File: config.mk
export PLATFORM = sky130hd
export DESIGN_NAME = aste_slot_scheduler
export DESIGN_NICKNAME = d
export VERILOG_FILES = /design/src/rtl/aste_slot_scheduler.sv
export SDC_FILE = /design/constraint.sdc
export NUM_CORES = 1
export LEC_CHECK = 0
export CORE_MARGIN = 1.5
export CORE_UTILIZATION = 43
export DETAILED_ROUTE_END_ITERATION = 10
export GPL_TIMING_DRIVEN = 0
export PLACE_DENSITY_LB_ADDON = 0.1
export RECOVER_POWER = 50
export SLEW_MARGIN = 25
export SYNTH_ARGS = -nofsm -noshare
export SYNTH_HDL_FRONTEND = slang
export SYNTH_SLANG_ARGS = --single-unit
File: constraint.sdc
create_clock -name clk -period 2.15 [get_ports clk]
set_input_delay 0.43 -clock clk [delete_from_list [all_inputs] [get_ports clk]]
set_output_delay 0.43 -clock clk [all_outputs]
set_load 0.05 [all_outputs]
File: src/rtl/aste_slot_scheduler.sv
// ---------------------------------------------------------------------------
// aste_slot_scheduler
//
// Purpose:
//   Owns the 16-entry x 2-bit asteroid status memory and arbitrates it between
//   four clients: game-reset clear, asteroid kill, asteroid spawn (lowest free
//   slot search) and the per-frame scan used by render/collision. Also keeps a
//   live count of occupied slots (any slot state other than 00).
//
//   Slot encoding: 00 free, 01 active, 10 exploding, 11 reserved.
//
// Ports:
//   clk, reset                   clock, asynchronous active-high reset
//   clear_req / clear_ack        wipe every slot
//   kill_req / kill_slot /
//   kill_ack / kill_hit          free one slot, report whether it was occupied
//   spawn_req / spawn_ack /
//   spawn_fail / spawn_slot      allocate the lowest free slot as active
//   scan_start / scan_valid /
//   scan_slot / scan_state /
//   scan_done                    stream all 16 slots in ascending order
//   mem_we, mem_clear, mem_addr,
//   mem_data, mem_q              status memory port (registered read address)
//   active_count                 occupied slots, 0..16
//   busy                         scheduler is not idle
//   dbg_state                    current FSM state, for checkers
//
// Handshake: every *_req / scan_start is a level held by its client until the
//   matching one-cycle ack/fail/done pulse. Requests are only sampled while
//   the scheduler is idle, so a request still held after its pulse is seen as
//   a fresh request on the next idle cycle. A granted operation always runs to
//   completion unless reset aborts it (no pulse is issued in that case).
// ---------------------------------------------------------------------------
module aste_slot_scheduler #(
    parameter int N_SLOTS = 16,
    parameter int AW      = 4
) (
    input  logic          clk,
    input  logic          reset,
    input  logic          clear_req,
    output logic          clear_ack,
    input  logic          kill_req,
    input  logic [AW-1:0] kill_slot,
    output logic          kill_ack,
    output logic          kill_hit,
    input  logic          spawn_req,
    output logic          spawn_ack,
    output logic          spawn_fail,
    output logic [AW-1:0] spawn_slot,
    input  logic          scan_start,
    output logic          scan_valid,
    output logic [AW-1:0] scan_slot,
    output logic [1:0]    scan_state,
    output logic          scan_done,
    output logic          mem_we,
    output logic          mem_clear,
    output logic [AW-1:0] mem_addr,
    output logic [1:0]    mem_data,
    input  logic [1:0]    mem_q,
    output logic [4:0]    active_count,
    output logic          busy,
    output logic [3:0]    dbg_state
);

    localparam logic [1:0] SLOT_FREE   = 2'b00;
    localparam logic [1:0] SLOT_ACTIVE = 2'b01;
    localparam logic [4:0] LAST_IDX    = 5'(N_SLOTS);

    typedef enum logic [3:0] {
        S_INIT     = 4'd0,
        S_IDLE     = 4'd1,
        S_CLEAR    = 4'd2,
        S_KILL_RD  = 4'd3,
        S_KILL_WR  = 4'd4,
        S_SEARCH   = 4'd5,
        S_SPAWN_WR = 4'd6,
        S_SCAN     = 4'd7
    } state_e;

    state_e        state_q,      state_d;
    logic [4:0]    idx_q,        idx_d;        // pipeline index, 0..N_SLOTS
    logic [AW-1:0] slot_q,       slot_d;       // latched kill / found spawn slot
    logic [AW-1:0] spawn_slot_q, spawn_slot_d;
    logic [4:0]    count_q,      count_d;

    // Slot whose read data is arriving on mem_q this cycle.
    logic [4:0]    idx_m1;
    assign idx_m1 = idx_q - 5'd1;

    assign spawn_slot   = spawn_slot_q;
    assign active_count = count_q;
    assign dbg_state    = state_q;

    always_ff @(posedge clk or posedge reset) begin
        if (reset) begin
            state_q      <= S_INIT;
            idx_q        <= '0;
            slot_q       <= '0;
            spawn_slot_q <= '0;
            count_q      <= '0;
        end else begin
            state_q      <= state_d;
            idx_q        <= idx_d;
            slot_q       <= slot_d;
            spawn_slot_q <= spawn_slot_d;
            count_q      <= count_d;
        end
    end

    always_comb begin
        state_d      = state_q;
        idx_d        = idx_q;
        slot_d       = slot_q;
        spawn_slot_d = spawn_slot_q;
        count_d      = count_q;

        clear_ack    = 1'b0;
        kill_ack     = 1'b0;
        kill_hit     = 1'b0;
        spawn_ack    = 1'b0;
        spawn_fail   = 1'b0;
        scan_valid   = 1'b0;
        scan_slot    = '0;
        scan_state   = SLOT_FREE;
        scan_done    = 1'b0;
        mem_we       = 1'b0;
        mem_clear    = 1'b0;
        mem_addr     = '0;
        mem_data     = SLOT_FREE;
        busy         = (state_q != S_IDLE);

        case (state_q)
            S_INIT: begin
                // Memory survives reset; wiping it here keeps it in step with
                // the zeroed occupancy counter.
                mem_clear = 1'b1;
                count_d   = '0;
                state_d   = S_IDLE;
            end

            S_IDLE: begin
                idx_d = '0;
                if (clear_req) begin
                    state_d = S_CLEAR;
                end else if (kill_req) begin
                    slot_d  = kill_slot;
                    state_d = S_KILL_RD;
                end else if (spawn_req) begin
                    state_d = S_SEARCH;
                end else if (scan_start) begin
                    state_d = S_SCAN;
                end
            end

            S_CLEAR: begin
                mem_clear = 1'b1;
                clear_ack = 1'b1;
                count_d   = '0;
                state_d   = S_IDLE;
            end

            S_KILL_RD: begin
                mem_addr = slot_q;
                state_d  = S_KILL_WR;
            end

            S_KILL_WR: begin
                mem_addr = slot_q;
                kill_ack = 1'b1;
                kill_hit = (mem_q != SLOT_FREE);
                if (mem_q != SLOT_FREE) begin
                    mem_we   = 1'b1;
                    mem_data = SLOT_FREE;
                    if (count_q != 5'd0) begin
                        count_d = count_q - 5'd1;
                    end
                end
                state_d = S_IDLE;
            end

            S_SEARCH: begin
                // Address idx is issued while the data for idx-1 comes back,
                // so one slot is examined per cycle. At idx == N_SLOTS the
                // address is a don't-care read; only slot N_SLOTS-1 is judged.
                mem_addr = idx_q[AW-1:0];
                idx_d    = idx_q + 5'd1;
                if ((idx_q != 5'd0) && (mem_q == SLOT_FREE)) begin
                    slot_d  = idx_m1[AW-1:0];
                    state_d = S_SPAWN_WR;
                end else if (idx_q == LAST_IDX) begin
                    spawn_fail = 1'b1;
                    state_d    = S_IDLE;
                end
            end

            S_SPAWN_WR: begin
                mem_we       = 1'b1;
                mem_addr     = slot_q;
                mem_data     = SLOT_ACTIVE;
                spawn_ack    = 1'b1;
                spawn_slot_d = slot_q;
                if (count_q != LAST_IDX) begin
                    count_d = count_q + 5'd1;
                end
                state_d = S_IDLE;
            end

            S_SCAN: begin
                mem_addr = idx_q[AW-1:0];
                idx_d    = idx_q + 5'd1;
                if (idx_q != 5'd0) begin
                    scan_valid = 1'b1;
                    scan_slot  = idx_m1[AW-1:0];
                    scan_state = mem_q;
                end
                if (idx_q == LAST_IDX) begin
                    scan_done = 1'b1;
                    state_d   = S_IDLE;
                end
            end

            default: begin
                state_d = S_INIT;
            end
        endcase

        // While reset is held every output is quiet, including mem_clear,
        // so reset itself never touches the memory.
        if (reset) begin
            clear_ack  = 1'b0;
            kill_ack   = 1'b0;
            kill_hit   = 1'b0;
            spawn_ack  = 1'b0;
            spawn_fail = 1'b0;
            scan_valid = 1'b0;
            scan_slot  = '0;
            scan_state = SLOT_FREE;
            scan_done  = 1'b0;
            mem_we     = 1'b0;
            mem_clear  = 1'b0;
            mem_addr   = '0;
            mem_data   = SLOT_FREE;
            busy       = 1'b0;
        end
    end

endmodule

* Word level (Yosys, flattened, before mapping)
Cells that the tools add are included.
Storage, ports and cells: logic and storage cells 90, flip-flop bits (word level) 22, input bits 12, output and inout bits 35
Cells by class: mux-type cells 49, equal/unequal tests 17, reductions and logical operators 15, add/subtract/negate cells 4
Operator list (count):
- $mux 4 | 13
- $mux 1 | 23
- $pmux 4 s5 | 1
- $eq 4x3->1 const B | 4
- $pmux 4 s2 | 2
- $mux 5 | 3
- $pmux 5 s3 | 1
- $ne 2x2->1 const B | 6
- $add 5x1->5 const B | 2
- $ne 5x5->1 const B | 2
- $pmux 5 s2 | 1
- $reduce_bool 5->1 | 2
- $eq 4x2->1 const B | 2
- $mux 2 | 4
- $reduce_and 4->1 | 2
- $reduce_bool 2->1 | 3
- $eq 5x5->1 const B | 1
- $sub 5x1->5 const B | 1
- $eq 4x1->1 const B | 1
- $logic_not 4->1 | 1
- $ne 4x1->1 const B | 1
- $reduce_or 2->1 | 2
- $reduce_or 4->1 | 1
- $sub 4x1->4 const B | 1
- other kinds (5) | 5

* Depth between registers and ports, before layout
Gate-level depths: netlist of the first run.
depth in word-level cells 5, depth in mapped cells 7, depth with buffers taken out 6

* Least setup slack after synthesis of the first run
Ideal clock, no wire load.
path type register to output, start point reg state_q[2] (netlist: dbg_state[2]), end point out kill_hit, arrival 2.891 ns, path slack -1.171 ns, path buffers 1, cell stages (with the launch flop) 4, path through dfrtp_1 > buf_4 > or3b_2 > nor4_1
On the way: word-level cells in the longest chain between the ends 3
RTL lines:
- from (decl) | line 80 | state_e state_q, state_d;
- from (signal assigned) | line 102 | state_q <= state_d;
- $eq 4x3->1 | line 132 | case (state_q)
- $mux 1 | line 132
- $mux 1 | line 229 | if (reset) begin
- to (decl) | line 45 | output logic kill_hit,
No other way between the ends.

* Final worst setup path of the first run
start point reg idx_q[1], end point out scan_state[1]
On the way: word-level cells in the longest chain between the ends 4
RTL lines:
- from (decl) | line 81 | logic [4:0] idx_q, idx_d;
- from (signal assigned) | line 103 | idx_q <= idx_d;
- $reduce_bool 5->1 | line 211 | if (idx_q != 5'd0) begin
- $mux 2 | line 211
- $mux 2 | line 132
- $mux 2 | line 229
- to (decl) | line 53 | output logic [1:0] scan_state,
No other way between the ends.

==> impl_metrics.yaml, run 1 <==
setup_path:
  end_kind: "primary output"
  r2r_slack_ns: -0.17
  cp.required_ns: 1.72
  r2r_cells: 8
  cp.arrival_ns: 1.95
  r2r-end: "active_count[4]"
  r2r-start: "dbg_state[2]"
  critPathKind: "reg2out"
  cp_max_fo: 3
  worstSetupStartpointType: "flip-flop"
grt:
  overflow: 0
  grt_max_degree: 14
  first_global_vias: 1605
  grt_pass1_wl_mm: 7.73
  track_usage_pct: 24.4
  antenna_found_initial: 0
placed_design:
  gp_congestion: 0.860
  place_hpwl_mm: 3.05
  placed_area_um2: 2240
  portBuffers: 45
  placed_cells: 265
finish:
  drive_gt1_share_pct: 47.8
  design_area_um2: 2660
  multiInputGateArea_um2: 1120
  antennaDiodeCount: 0
  area_growth_syn_to_layout_pct: 68.2
  final_common_cell: "buf_4"
  instances_no_fill: 301
  fin_nets: 275
  seq_area_um2: 558
  n_fill_cell: 236
  final_cell_mix: "buf_4, clkdlybuf4s50_1, dfrtp_1"
sta:
  setup_viol: 16
  fin_skew_ns: 0.00101
  relSlewSlack_pct: 54.2
  worstMarginPinSlew_ns: 0.683
  slew_viol_final: 0
  finalHoldViolCount: 0
  fin_crit_sh_pct: 111
  max_freq_mhz: 421
  holdWs_ns: 0.278
  layout_setup_ws_ns: -0.228
  rsz0062_at_grt: "yes"
  period_needed_ns: 2.38
clocking:
  numCtsBuffers: 3
  htree_num_levels: 1
  clock_latency_ns: 0.27
  cts_tree: "built"
  cts.path.max_buffers: 2
  cts-root-buf: "clkbuf_8"
  cts_sinks: 22
  clk_pin_slew_worst_paths_ns: 0.09
  hold_buffers: 0
yosys:
  synth_edf_count: 0
  ys_types: 51
  syn_avg_cell_area_um2: 9.15
  synth_flop_cell: "dfrtp_1"
  synth_seq_cells: 22
  synth-simple-area-share_pct: 26.3
  synth_top_area_share_pct: 34.8
  synth-async-reset-ratio_pct: 100
  synth_compound_area_share_pct: 16.8
  postSynthCellCount: 173
  synthXorXnorAreaFrac_pct: 2.77
  synthMuxAreaShare_pct: 6.72
  synth_area_um2: 1580
  ys_seq_area_share_pct: 34.8
  synthAdderAreaFrac_pct: 6.01
  synth_top_family_by_area: "simple AND/OR/NAND/NOR gates"
  ys_top_cells_by_area: "dfrtp_1, ha_1, nor2_1"
  yosysTopAreaCell: "dfrtp_1"
  ys_warn_count: 0
detailed_routing:
  routed_via_density: 5.68
  vias: 1709
  firstDrtPassIters: 4
  wire_per_inst_um: 17.7
  drc_errors: 0
  drt_iter0_markers: 139
  ant_nets: 0
  drt_wl_total_mm: 5.33
pwr:
  powerDensity_nw_per_um2: 446
  leakage_nw: 1.18
  switching_power_uw: 349
  combinationalPowerShare_pct: 26.2
  clkPwrFrac_pct: 33.8
  peakVddDrop_mv: 0.278
  switching_share_pct: 29.4
  internal_power_uw: 839
  pwr-share-seq_pct: 40.0
job:
  max-cap-violations: 0
die:
  dieHeight_um: 63.7
  ios: 47
  core_um2: 3440
  die_area_um2: 4050
  die_w_um: 63.7
  num_rows: 21
  floorplan.initialDensity_pct: 46.0
run_status:
  violations: "negative setup slack"
  outcome: "finished, violations left"
worst_hold_path:
  min_path_type: "in2async"
## synthesized netlist by cell type, types with 2 or more instances
cell type   n
dfrtp_1    22
nor2_1     19
o21ai_0    13
nand2_1    10
inv_1       8
a21oi_1     7
clkbuf_1    6
ha_1        6
mux2_2      5
nor3_1      5
a22oi_1     4
nor4_1      4
and2_1      3
buf_2       3
buf_4       3
nand2b_1    3
nand3b_1    3
nand4_1     3
o211ai_1    3
xnor2_1     3
and4bb_2    2
mux2_4      2
mux2i_1     2
nand3_1     2
nand4bb_1   2
nor2b_1     2
o22ai_1     2
or3_1       2
xor2_1      2
## logic make-up (layout without fill, tap and decap cells)
group                    after synthesis  after routing
AND/OR/NAND/NOR                       69             69
AO/OA/AOI/OAI                         39             39
flip-flops                            22             22
buffers and inverters                 21            102
multiplexers                           9              9
adder cells (fa/ha/maj)                7              7
XOR/XNOR                               5              5
other                                  1              2
## per-layer routing
layer	GRT usage [%]	wire, um	share of wire, %	up-vias
li1	-	-	-	791
met1	29.7	2190	41	846
met2	43.8	2840	53	63
met3	3.04	230	4.3	9
met4	8.70	74	1.4	0
met5	0	0	0	-
## worst max-delay path, cell delays in order (launching register included)
cell and delay, ns:
dfrtp_2 0.42, inv_2 0.09, ha_4 0.14, or4b_4 0.47, nand4_1 0.12, buf_4 0.13, inv_4 0.04, and2_4 0.13
buf_6 0.14
## flip-flops by register name, summed over array words and instances, names as in the netlist
register / cells
active_count: 5
idx_q: 5
dbg_state: 4
slot_q: 4
spawn_slot: 4
## repair_timing
action                                  in CTS  in global routing
buffers inserted                            14                 16
pin swaps                                    3                 13
gates cloned                                 1                  2
gates resized for setup                    133                 30
endpoints found under the setup margin      22                 19
## final cells by class
cell class                      instances  share of cell area (%)
Multi-Input combinational cell        131                    42.2
Timing Repair Buffer                   76                    25.6
Sequential cell                        22                    21.0
Buffer                                 13                    4.84
Tap cell                               46                    2.16
Clock buffer                            3                    1.55
Inverter                                8                    1.36
Clock inverter                          1                    1.13
Timing Repair inverter                  1                   0.188
## metrics by stage
step / total power [mW] / utilization, % / worst slack, ns / TNS [ns]
2_1_floorplan: 0.647 / - / -0.0830 / -0.560
3_3_place_gp: 0.722 / 65.1 / -1.18 / -18.74
3_5_place_dp: 0.728 / 65.1 / -1.22 / -19.16
4_1_cts: 1.15 / 71.0 / -0.201 / -1.39
5_1_grt: 1.23 / 77.4 / -0.288 / -3.39
6_report: 1.19 / 77.4 / -0.228 / -2.11
## worst max-delay path by stage
stage,from,endpoint,cells after the start
final,idx_q[1],scan_state[1],8
after global routing,idx_q[0],scan_state[1],8
after CTS,idx_q[1],scan_state[0],8
after detailed placement,reset,scan_state[1],6
after global placement,reset,scan_state[0],6
after floorplan,dbg_state[2],scan_slot[3],4
## power by group through the flow
| stage | Sequential, mW | Combinational (mW) | Clock [mW] |
|---|---|---|---|
| 2_1_floorplan | 0.502 | 0.145 | 0 |
| 3_3_place_gp | 0.481 | 0.241 | 0 |
| 3_5_place_dp | 0.482 | 0.246 | 0 |
| 4_1_cts | 0.473 | 0.274 | 0.401 |
| 5_1_grt | 0.479 | 0.329 | 0.426 |
| 6_report | 0.475 | 0.311 | 0.401 |
No activity file was read; power rests on OpenSTA's default activity.
==> run 2: changes to the inputs <==
Settings changed: CORE_ASPECT_RATIO set to 0.9, CORE_UTILIZATION 43 to 30.
==> impl_metrics.yaml, run 2 (same netlist as run 1, synthesis figures left out) <==
clocking:
  hold_buffers: 0
  clk_pin_slew_worst_paths_ns: 0.09
  clock_latency_ns: 0.27
  numCtsBuffers: 3
  cts_tree: "built"
  cts_sinks: 22
  cts.path.max_buffers: 2
  cts-root-buf: "clkbuf_8"
  htree_num_levels: 1
setup_path:
  r2r_slack_ns: -0.09
  critPathKind: "reg2out"
  cp.required_ns: 1.72
  r2r-start: "dbg_state[2]"
  worstSetupStartpointType: "flip-flop"
  r2r-end: "active_count[4]"
  cp-startpoint: "idx_q[1]"
  r2r_cells: 9
  cp.arrival_ns: 1.96
  cp_max_fo: 3
  endpoint: "scan_state[1]"
  end_kind: "primary output"
detailed_routing:
  firstDrtPassIters: 4
  drc_errors: 0
  drt_iter0_markers: 81
  routed_via_density: 5.15
  drt_wl_total_mm: 5.26
  wire_per_inst_um: 16.3
  vias: 1659
  ant_nets: 0
sta:
  fin_crit_sh_pct: 111
  setup_viol: 13
  rsz0062_at_grt: "yes"
  relSlewSlack_pct: 55.4
  slew_viol_final: 0
  period_needed_ns: 2.39
  fin_skew_ns: 0.00332
  worstMarginPinSlew_ns: 0.666
  layout_setup_ws_ns: -0.241
  finalHoldViolCount: 0
  max_freq_mhz: 418
die:
  num_rows: 24
  die_w_um: 79.6
  floorplan.initialDensity_pct: 31.9
  die_area_um2: 5720
  dieHeight_um: 71.9
  ios: 47
  core_um2: 4950
finish:
  drive_gt1_share_pct: 47.9
  fin_util_pct: 54.9
  antennaDiodeCount: 0
  final_common_cell: "buf_4"
  final_cell_mix: "buf_4, clkdlybuf4s50_1, dfrtp_1"
  area_growth_syn_to_layout_pct: 71.9
  fin_nets: 277
grt:
  first_global_vias: 1642
  track_usage_pct: 18.9
  antenna_found_initial: 0
  overflow: 0
  grt_pass1_wl_mm: 8.40
  grt_max_degree: 14
placed_design:
  dpl_worst_slack_ns: -1.27
  gp_congestion: 0.828
  place_hpwl_mm: 3.33
  portBuffers: 45
worst_hold_path:
  min_path_type: "in2async"
pwr:
  total_power_mw: 1.18
  powerDensity_nw_per_um2: 434
  leakage_nw: 1.19
  peakVddDrop_mv: 0.368
run_status:
  outcome: "finished, violations left"
  violations: "negative setup slack"
job:
  max-cap-violations: 0
[run 2: changes by cell type in the layout (fill, tap and decap cells not counted), moves of 2 or more]
cell	delta
clkdlybuf4s15_2	-2
nor4b_4	-2
buf_8	+3
nor4b_2	+2
buf_12	+2
buf_4	-2
[run 2: layout make-up]
cell class                      instances  area (um^2)
Sequential cell                        22          558
Timing Repair Buffer                   78          717
Fill cell                             456         2230
Clock inverter                          1         30.0
Timing Repair inverter                  1         5.00
Clock buffer                            3         41.3
Multi-Input combinational cell        131         1120
Buffer                                 13          133
Tap cell                               65         81.3
Inverter                                8         36.3
[run 2: what timing repair did]
action	4_1_cts	5_1_grt
gates cloned	1	0
setup endpoints to repair	22	19
pin swaps	5	6
setup buffers	19	14
resized for setup	146	29
[run 2: power breakdown]
part | internal [mW] | switching (mW) | total, mW | leakage, nW
registers | 0.444 | 0.0305 | 0.475 | 0.287
clock network | 0.249 | 0.152 | 0.401 | 0.0357
logic | 0.143 | 0.161 | 0.304 | 0.867
total | 0.836 | 0.344 | 1.18 | 1.19
[run 2: metal layers]
layer	vias to the layer above	GRT usage, %	share of wire [%]
li1	789	-	-
met1	809	27.4	49
met2	53	28.3	45
met3	8	3.52	4.7
met4	0	6.24	1.5
met5	-	0	0
[run 2: critical path: stages, from the launching register on]
cell and delay (ns):
dfrtp_2 0.42, inv_2 0.08, ha_4 0.14, or4b_4 0.46, nand4_1 0.13, buf_6 0.14, inv_4 0.04, and2_4 0.13
buf_8 0.14
[run 2: through the flow]
step	TNS [ns]	hold WS (ns)	cell area, um^2	std cells
after floorplan	-0.560	0.306	1730	174
after global placement	-19.52	0.499	2260	284
after global routing	-3.38	0.285	2720	322
final	-1.81	0.272	2720	322
after CTS	-1.41	0.276	2550	308
after detailed placement	-19.67	0.498	2260	284
[run 2: how the worst min path moves through the flow]
stage / endpoint / slack, ns / cells past startpoint
after global routing: slot_q[0] / 0.29 / 2
after floorplan: active_count[0] / 0.31 / 1
after global placement: spawn_slot[2] / 0.50 / 1
after CTS: slot_q[0] / 0.28 / 2
final: slot_q[0] / 0.27 / 2
after detailed placement: spawn_slot[0] / 0.50 / 1
==> run 3: changes to the inputs <==
==> constraint.sdc (replaced) <==
create_clock -name clk -period 2.15 [get_ports clk]
set_input_delay 0.3225 -clock clk [delete_from_list [all_inputs] [get_ports clk]]
set_output_delay 0.3225 -clock clk [all_outputs]
set_load 0.05 [all_outputs]
==> impl_metrics.yaml, run 3 (same netlist as run 1, synthesis figures left out) <==
sta:
  layout_setup_ws_ns: -0.0924
  period_needed_ns: 2.24
  fin_crit_sh_pct: 104
  finalHoldViolCount: 0
  slew_viol_final: 0
  rsz0062_at_grt: "yes"
  holdWs_ns: 0.510
  setup_viol: 6
  tns_ns: -0.496
  worstMarginPinSlew_ns: 0.656
  max_freq_mhz: 446
  relSlewSlack_pct: 56.1
  fin_skew_ns: 0.00675
worst_hold_path:
  hold_depth: 2
  min_to: "slot_q[2]"
  min_path_type: "reg2reg"
  min_from: "slot_q[2]"
setup_path:
  cp.required_ns: 1.83
  cp_top_family: "simple AND/OR/NAND/NOR gates"
  cp_num_buf_inv: 3
  critPathKind: "reg2out"
  cp_common_cell: "buf_6"
  r2r-start: "dbg_state[2]"
  r2r-end: "slot_q[3]"
  r2r_cells: 5
  worstPathCellList: "inv_2, ha_4, or4b_4, nand4_1, buf_6, nor2_2, buf_6"
  r2r_slack_ns: 0.01
  slowest_delay_ns: 0.46
  worstSetupStartpointType: "flip-flop"
  end_kind: "primary output"
  crit_path_top_delay_cell: "or4b_4"
  cp_max_fo: 4
  cp.arrival_ns: 1.92
finish:
  antennaDiodeCount: 0
  final_cell_mix: "clkdlybuf4s50_1, buf_6, dfrtp_1"
  fin_util_pct: 49.8
  drive_gt1_share_pct: 40.2
  fin_nets: 261
  area_growth_syn_to_layout_pct: 56.0
  instances_no_fill: 306
  final_common_cell: "clkdlybuf4s50_1"
clocking:
  clk_pin_slew_worst_paths_ns: 0.09
  cts_sinks: 22
  numCtsBuffers: 3
  htree_num_levels: 1
  cts.path.max_buffers: 2
  clock_latency_ns: 0.27
  cts-root-buf: "clkbuf_8"
  cts_tree: "built"
die:
  num_rows: 24
  die_w_um: 79.6
  floorplan.initialDensity_pct: 31.9
  dieHeight_um: 71.9
  ios: 47
  core_um2: 4950
  die_area_um2: 5720
placed_design:
  portBuffers: 45
  place_hpwl_mm: 3.41
  placed_cells: 284
  gp_congestion: 0.888
  dpl_worst_slack_ns: -1.44
detailed_routing:
  drt_iter0_markers: 158
  drt_wl_total_mm: 5.06
  firstDrtPassIters: 5
  drc_errors: 0
  ant_nets: 0
  wire_per_inst_um: 16.5
  vias: 1575
  routed_via_density: 5.15
pwr:
  powerDensity_nw_per_um2: 462
  leakage_nw: 1.05
  peakVddDrop_mv: 0.455
grt:
  overflow: 0
  grt_pass1_wl_mm: 8.10
  grt_max_degree: 14
  track_usage_pct: 18.6
  antenna_found_initial: 0
  first_global_vias: 1520
run_status:
  outcome: "finished, violations left"
  violations: "negative setup slack"
job:
  max-cap-violations: 0
==> run 3: cell types whose count changed in the layout (fill, tap and decap cells not counted), moves of 2 or more <==
cell,before,now
a22oi_1,0,4
a22oi_2,4,0
buf_12,2,0
buf_4,31,16
buf_6,15,18
buf_8,6,0
clkbuf_2,2,4
clkdlybuf4s15_2,0,2
clkdlybuf4s50_1,20,24
dlygate4sd2_1,2,0
dlymetal6s2s_1,2,0
==> run 3: worst register-to-register path, delay by kind of cell, from the launching register on <==
family,cells,cell delay (ns)
DFF,1,0.45
buffers and inverters,2,0.55
and+or+nand+nor,1,0.56
AOI/OAI and AO/OA,1,0.14
muxes,1,0.34
==> run 3: worst max path at each step <==
stage / startpoint / endpoint / depth (start not counted)
after global routing: idx_q[1] / scan_slot[2] / 7
after CTS: idx_q[0] / scan_slot[2] / 7
after floorplan: reset / scan_slot[3] / 3
final: idx_q[1] / scan_slot[2] / 7
after detailed placement: reset / scan_state[1] / 6
after global placement: reset / scan_state[0] / 6
==> run 3: per-layer routing <==
layer	vias to the layer above	global-route usage (%)	part of all wire, %
met5	-	0	0
met4	0	3.90	0.95
met1	748	26.4	47
met2	60	28.9	46
li1	759	-	-
met3	8	4.28	6.3
==> run 3: per-stage QoR <==
step	area (um^2)	power [mW]
after global routing	2470	1.20
after floorplan	1710	0.643
after detailed placement	2240	0.727
final	2470	1.14
after CTS	2420	1.15
after global placement	2240	0.726
==> run 3: area by class of cell <==
class	count	area, um^2
Buffer	13	105
Clock buffer	3	41.3
Clock inverter	1	30.0
Fill cell	461	2490
Inverter	8	33.8
Multi-Input combinational cell	131	1050
Sequential cell	22	557
Tap cell	65	81.3
Timing Repair Buffer	62	567
Timing Repair inverter	1	5.00
==> run 3: power breakdown <==
group	leakage, nW	internal [mW]	switching, mW
combinational	0.723	0.120	0.152
clock	0.0357	0.249	0.148
sequential	0.289	0.444	0.0270
total	1.05	0.813	0.327
==> run 3: timing repair <==
item / 4_1_cts / 5_1_grt
setup endpoints to repair: 22 / 17
gates cloned: 1 / 0
resized for setup: 130 / 16
pin swaps: 3 / 4
hold buffers: 0 / 0
buffers inserted: 10 / 7
